--- src/rtl/in_mem_reader.sv ---
// Streams NUM_PIXELS pixels from a synchronous-read input memory onto a valid/ready
// interface, zero-extending each pixel to DATA_W bits and pulsing done after the last one.
module in_mem_reader #(
    parameter int NUM_PIXELS = 10,
    parameter int ADDR_W     = 4,
    parameter int PIX_W      = 8,
    parameter int DATA_W     = 32
) (
    input  logic              clk,
    input  logic              rst_n,
    input  logic              start,
    output logic [ADDR_W-1:0] mem_addr,
    output logic              mem_rd,
    input  logic [PIX_W-1:0]  mem_data,
    output logic [DATA_W-1:0] pix_data,
    output logic              pix_valid,
    input  logic              pix_ready,
    output logic              busy,
    output logic              done,
    output logic [ADDR_W:0]   pix_count
);

    // state   | meaning
    // IDLE    | waiting for start
    // WAIT    | memory latency cycle, read data captured at the closing edge
    // PRESENT | pixel on the stream, waiting for the handshake
    // DONE    | one-cycle done pulse, then back to IDLE
    typedef enum logic [1:0] {
        S_IDLE,
        S_WAIT,
        S_PRESENT,
        S_DONE
    } state_t;

    typedef logic [ADDR_W:0] cnt_t;
    localparam cnt_t LAST_CNT = cnt_t'(NUM_PIXELS - 1);

    state_t            state;
    state_t            state_nxt;
    logic [ADDR_W-1:0] addr_q;
    logic              handshake;
    logic              last_pix;

    assign handshake = pix_valid & pix_ready;
    assign last_pix  = (pix_count == LAST_CNT);

    // The read is issued combinationally in the cycle before WAIT so the memory's
    // one-cycle latency lands inside WAIT, giving one pixel every two cycles.
    always_comb begin
        state_nxt = state;
        mem_rd    = 1'b0;
        mem_addr  = addr_q;
        done      = 1'b0;
        case (state)
            S_IDLE: begin
                if (start) begin
                    mem_rd    = 1'b1;
                    mem_addr  = '0;
                    state_nxt = S_WAIT;
                end
            end
            S_WAIT: begin
                state_nxt = S_PRESENT;
            end
            S_PRESENT: begin
                if (handshake) begin
                    if (last_pix) begin
                        state_nxt = S_DONE;
                    end else begin
                        mem_rd    = 1'b1;
                        mem_addr  = addr_q + ADDR_W'(1);
                        state_nxt = S_WAIT;
                    end
                end
            end
            S_DONE: begin
                done      = 1'b1;
                state_nxt = S_IDLE;
            end
            default: begin
                state_nxt = S_IDLE;
            end
        endcase
    end

    always_ff @(posedge clk or negedge rst_n) begin
        if (!rst_n) begin
            state <= S_IDLE;
        end else begin
            state <= state_nxt;
        end
    end

    always_ff @(posedge clk or negedge rst_n) begin
        if (!rst_n) begin
            addr_q    <= '0;
            pix_data  <= '0;
            pix_valid <= 1'b0;
            busy      <= 1'b0;
            pix_count <= '0;
        end else begin
            if (mem_rd) begin
                addr_q <= mem_addr;
            end
            case (state)
                S_IDLE: begin
                    if (start) begin
                        busy      <= 1'b1;
                        pix_count <= '0;
                    end
                end
                S_WAIT: begin
                    pix_data  <= DATA_W'(mem_data);
                    pix_valid <= 1'b1;
                end
                S_PRESENT: begin
                    if (handshake) begin
                        pix_valid <= 1'b0;
                        pix_count <= pix_count + cnt_t'(1);
                    end
                end
                S_DONE: begin
                    busy <= 1'b0;
                end
                default: begin
                    busy <= 1'b0;
                end
            endcase
        end
    end

endmodule

--- config.mk ---
export PLATFORM = sky130hd
export DESIGN_NAME = in_mem_reader
export DESIGN_NICKNAME = d
export VERILOG_FILES = /design/src/rtl/in_mem_reader.sv
export SDC_FILE = /design/constraint.sdc
export NUM_CORES = 1
export LEC_CHECK = 0
export BUFFER_PORTS_ARGS = -buffer_cell sky130_fd_sc_hd__buf_2
export CAP_MARGIN = 30
export CORE_ASPECT_RATIO = 1.5
export CORE_MARGIN = 4
export CORE_UTILIZATION = 41
export CTS_CLUSTER_SIZE = 24
export DETAILED_ROUTE_END_ITERATION = 6
export PLACE_DENSITY = 0.79
export SETUP_SLACK_MARGIN = 0.2
export SLEW_MARGIN = 20
export SYNTH_ARGS = -nofsm -noshare
export SYNTH_HDL_FRONTEND = slang
export SYNTH_SLANG_ARGS = --single-unit
export TNS_END_PERCENT = 20
--- constraint.sdc ---
create_clock -name clk -period 1.5 [get_ports clk]
set_input_delay 0.075 -clock clk [delete_from_list [all_inputs] [get_ports clk]]
set_output_delay 0.075 -clock clk [all_outputs]
set_load 0.05 [all_outputs]
# Word level (Yosys, flattened, before mapping)
# Cells that the tools add are included.
# op_classes
mul,0
reduce_logical,8
addsub,2
eq_ne,6
div_mod_pow,0
bitwise,1
n_lt_le_gt_ge,0
muxes,20
shifts,0
# ops
cell,count
2-to-1 mux 4 bit,3
2-to-1 mux 5 bit,2
one-hot mux 5 bit (2 select lines),1
one-hot mux 2 bit (4 select lines),1
one-hot mux 4 bit (2 select lines),1
2-to-1 mux 1 bit,6
2-to-1 mux 2 bit,3
one-hot mux 1 bit (2 select lines),3
AND reduction 2 bit,3
nonzero test 2 bit,3
adder 5 x 1 -> 5 bit (second input constant),1
== test 5 x 4 -> 1 bit (second input constant),1
adder 4 x 1 -> 4 bit (second input constant),1
== test 2 bit (second input constant),2
inequality test 2 bit (second input constant),2
AND reduction 3 bit,1
== test 2 x 1 -> 1 bit (second input constant),1
zero test 2 bit,1
AND 1 bit,1
# word_totals
output_inout_bits,45
romBits,0
ram_bits,0
memories,0
regBits,21
latch_bits,0

# Logic depth before layout (Yosys ltp)
# depth
word_depth,4
depth_mapped,6

# Worst setup path after synthesis
# No wires, ideal clock.
# synth_timing
path_type,reg-to-output
startpoint,reg pix_count[0]
endpoint,out mem_addr[0]
required_ns,1.425
stages_incl_launch_ff,6
setup_slack_ns,-1.216
path_buffers,1
arrival_ns,2.641
cell_sequence,dfrtp_1 -> ha_1 -> nor4bb_1 -> buf_2 -> o21ai_2 -> o21ai_0
# synth_between
elab_chain_cells,4
# synth_lines
item,line_no,rtl
from (decl),20,output logic [ADDR_W:0] pix_count
from (signal assigned),119,pix_count <= pix_count + cnt_t'(1);
== test 5 x 4 -> 1 bit,45,assign last_pix = (pix_count == LAST_CNT);
2-to-1 mux 4 bit,67,if (last_pix) begin
2-to-1 mux 4 bit,66,if (handshake) begin
one-hot mux 4 bit (2 select lines),54,case (state)
to (decl),12,"output logic [ADDR_W-1:0] mem_addr,"
# Every way passes these cells.

# Worst setup path after layout
# layout_timing
startpoint,reg pix_count[0]
endpoint,out mem_addr[2]
# Same word-level chain as after synthesis.

==> run metrics <==
core box area 0.00271 sq mm; HPWL after DPL 2070 um; cell taking the most area after synthesis dfrtp_1; unrepaired setup endpoints after global routing yes; Placement Setup Slack -233 ps; Hold Worst Slack 37.3 ps; GRT overflow 0; Reg clk slew, reported paths 80 ps; synthesized flop and latch total 21; Max Buffers Root-to-Sink 2; CTS tree built; Inserted Clock Buffers 3; Post-Syn Area per Cell 10.7 sq um; Final Max Slew Viols 0; most frequent CP cell buf_6; minimum clock period 1910 ps; Clock Tree Root clkbuf_8; endpoint type of the worst setup path output pin; final WL 2750 um; GRT Util Overall 15.4%; vias in the first global route 986; post-layout util 62.3%; row cnt 23; post-synthesis cell type count 29; fmax 0.524 GHz; Fin Setup TNS -1970 ps; Pwr Total 3.50 mW; Filler cells 245; die area 0.00379 sq mm; Residual DRC 0; CP Cell Sequence ha_4, nor4bb_4, buf_6, nor3b_4, mux2i_4, buf_6; initial core utilization 43.2%; Placed Cells 190; drt wl/cell 13.7 um; H-tree Lvls 1; # port buffers 32; Placer Congestion 0.765; Final Setup Violations 8; Slowest-stage cell, CP dfrtp_2; CP Data Arrival Time 1830 ps; global-route met1 utilization 15.0%; failing checks setup timing; Cell Area, Synth 0.00117 sq mm; Die Ht 73.4 um; antenna-violating nets left 0; CTS Sinks 21; Global Route met3 Usage 6.09%; Power Density 2080 mW/mm^2; largest net degree at the start of global routing 22; critical path class reg2out; crit-path max FO 6; Critical Path Start Type register; Final Non-Filler Cells 201; hold violation total from the final report 0; Ant. Diodes 0; dominant cells by area after synthesis dfrtp_1 45%, buf_4 15%, mux2_2 7.7%; DRT iter0 DRCs 11; Final period util 127%; first-pass GRT wire length 4310 um; via density per instance 4.55; max-cap viol count 0; status complete, but fails checks; Leakage Power 0.823 nW; Cell Area, Placed 0.00149 sq mm; Final nets 180; class of the tightest hold or removal check in2reg; Syn-to-layout area delta 44.0%; GRT met2 Usage 28.2%; DR vias 914; GRT Max-Usage Layer met2; Ys Warns 0; Mapped Cells 109; DRT Pass-1 Iters 4; peak supply drop 1.66 mV; fin worst setup slack -409 ps; initial antenna violation count 0; register area share after synthesis 44.9%; fin area 0.00168 sq mm; Worst Skew 5.75 ps; post-synth top area share 44.9%; later-pin clock latency in the skew report 270 ps; IO Pins 57; Data required, critical path 1420 ps; proportion of layout cells with a drive suffix above 1 51.2%; die extent in x 51.6 um; critical path's largest stage delay 430 ps
## worst paths after layout
path	startpoint	endpoint	slack, ps	depth (start not counted)
worst min-delay path	mem_data[4]	pix_data[4]	40	2
worst max-delay path	pix_count[0]	mem_addr[2]	-410	6
worst min register to register	pix_data[7]	pix_data[7]	510	1
worst max register to register	pix_count[0]	addr_q[1]	-110	7
min in group asynchronous	rst_n	pix_data[2]	290	2
max in group asynchronous	rst_n	pix_valid	860	2
## metal layers
metal	vias up	wire length, um
li1	429	-
met3	5	238
met5	-	0
met4	0	66
met1	440	953
met2	40	1490
## what timing repair did
| item | CTS | global route |
|---|---|---|
| gates resized for setup | 13 | 13 |
| hold buffers | 1 | 0 |
| buffers inserted | 4 | 2 |
| hold endpoints to repair | 21 | 0 |
| endpoints found under the setup margin | 26 | 26 |
| pin swaps | 1 | 4 |
## synth_stat cells (all sizes together)
cell    number
a21o         1
a21oi        2
and2         1
and2b        1
buf         27
clkbuf       1
conb         1
dfrtp       21
ha           3
inv          5
mux2         8
mux2i        5
nand2        6
nand2b       1
nand3        3
nand4b       1
nor2b        1
nor3         2
nor3b        2
nor4bb       1
o211ai       1
o21ai        8
o22ai        1
o31ai        2
or3          3
or3b         1
## sequential cells by signal, indices dropped and copies added (netlist names)
| signal | count |
|---|---|
| pix_data | 8 |
| pix_count | 5 |
| addr_q | 4 |
| state | 2 |
| busy | 1 |
| pix_valid | 1 |
## critical path, delay by kind of cell, from the launching register on
family / cells / cell delay [ps]
and+or+nand+nor: 2 / 400
buffers and inverters: 2 / 310
DFF: 1 / 430
adders and majority gates: 1 / 160
muxes: 1 / 260
## power breakdown
part           internal, mW  switching, mW
Sequential            0.781          0.145
Combinational         0.812           1.39
Clock                 0.190          0.191
Total                  1.78           1.72
## cell type report
class / instances / area, sq um / area share, %
timing repair buffer: 56 / 400 / 23.8
inverter: 5 / 18.8 / 1.11
clock buffer: 4 / 45.0 / 2.67
multi-input combinational: 78 / 643 / 38.2
sequential: 21 / 531 / 31.5
tap: 37 / 46.3 / 2.75
## cells in the final DEF (no fill, tap or decap), types with 2 or more instances in the layout
cell type  instances
conb_1            24
inv_1              4
buf_4             21
o21ai_0            5
clkbuf_8           3
buf_6              6
mux2i_1            3
buf_2             26
dfrtp_2            4
mux2i_4            2
mux2_2             3
or3_1              3
nand2_1            6
a21oi_1            2
mux2_4             5
dfrtp_1           17
o21ai_4            2
ha_1               2
nand3_1            3
## cells by family (layout without fill, tap and decap cells)
kind of cell | count (synthesis) | after routing | share of synthesized area (%)
multiplexers | 13 | 13 | 12.0
flip-flops | 21 | 21 | 44.9
AND/OR/NAND/NOR | 23 | 23 | 13.3
AO/OA/AOI/OAI | 15 | 15 | 7.70
adder cells (fa/ha/maj) | 3 | 3 | 3.21
other | 1 | 24 | 0.321
buffers and inverters | 33 | 65 | 18.6
(Power assumes the default switching activity.)
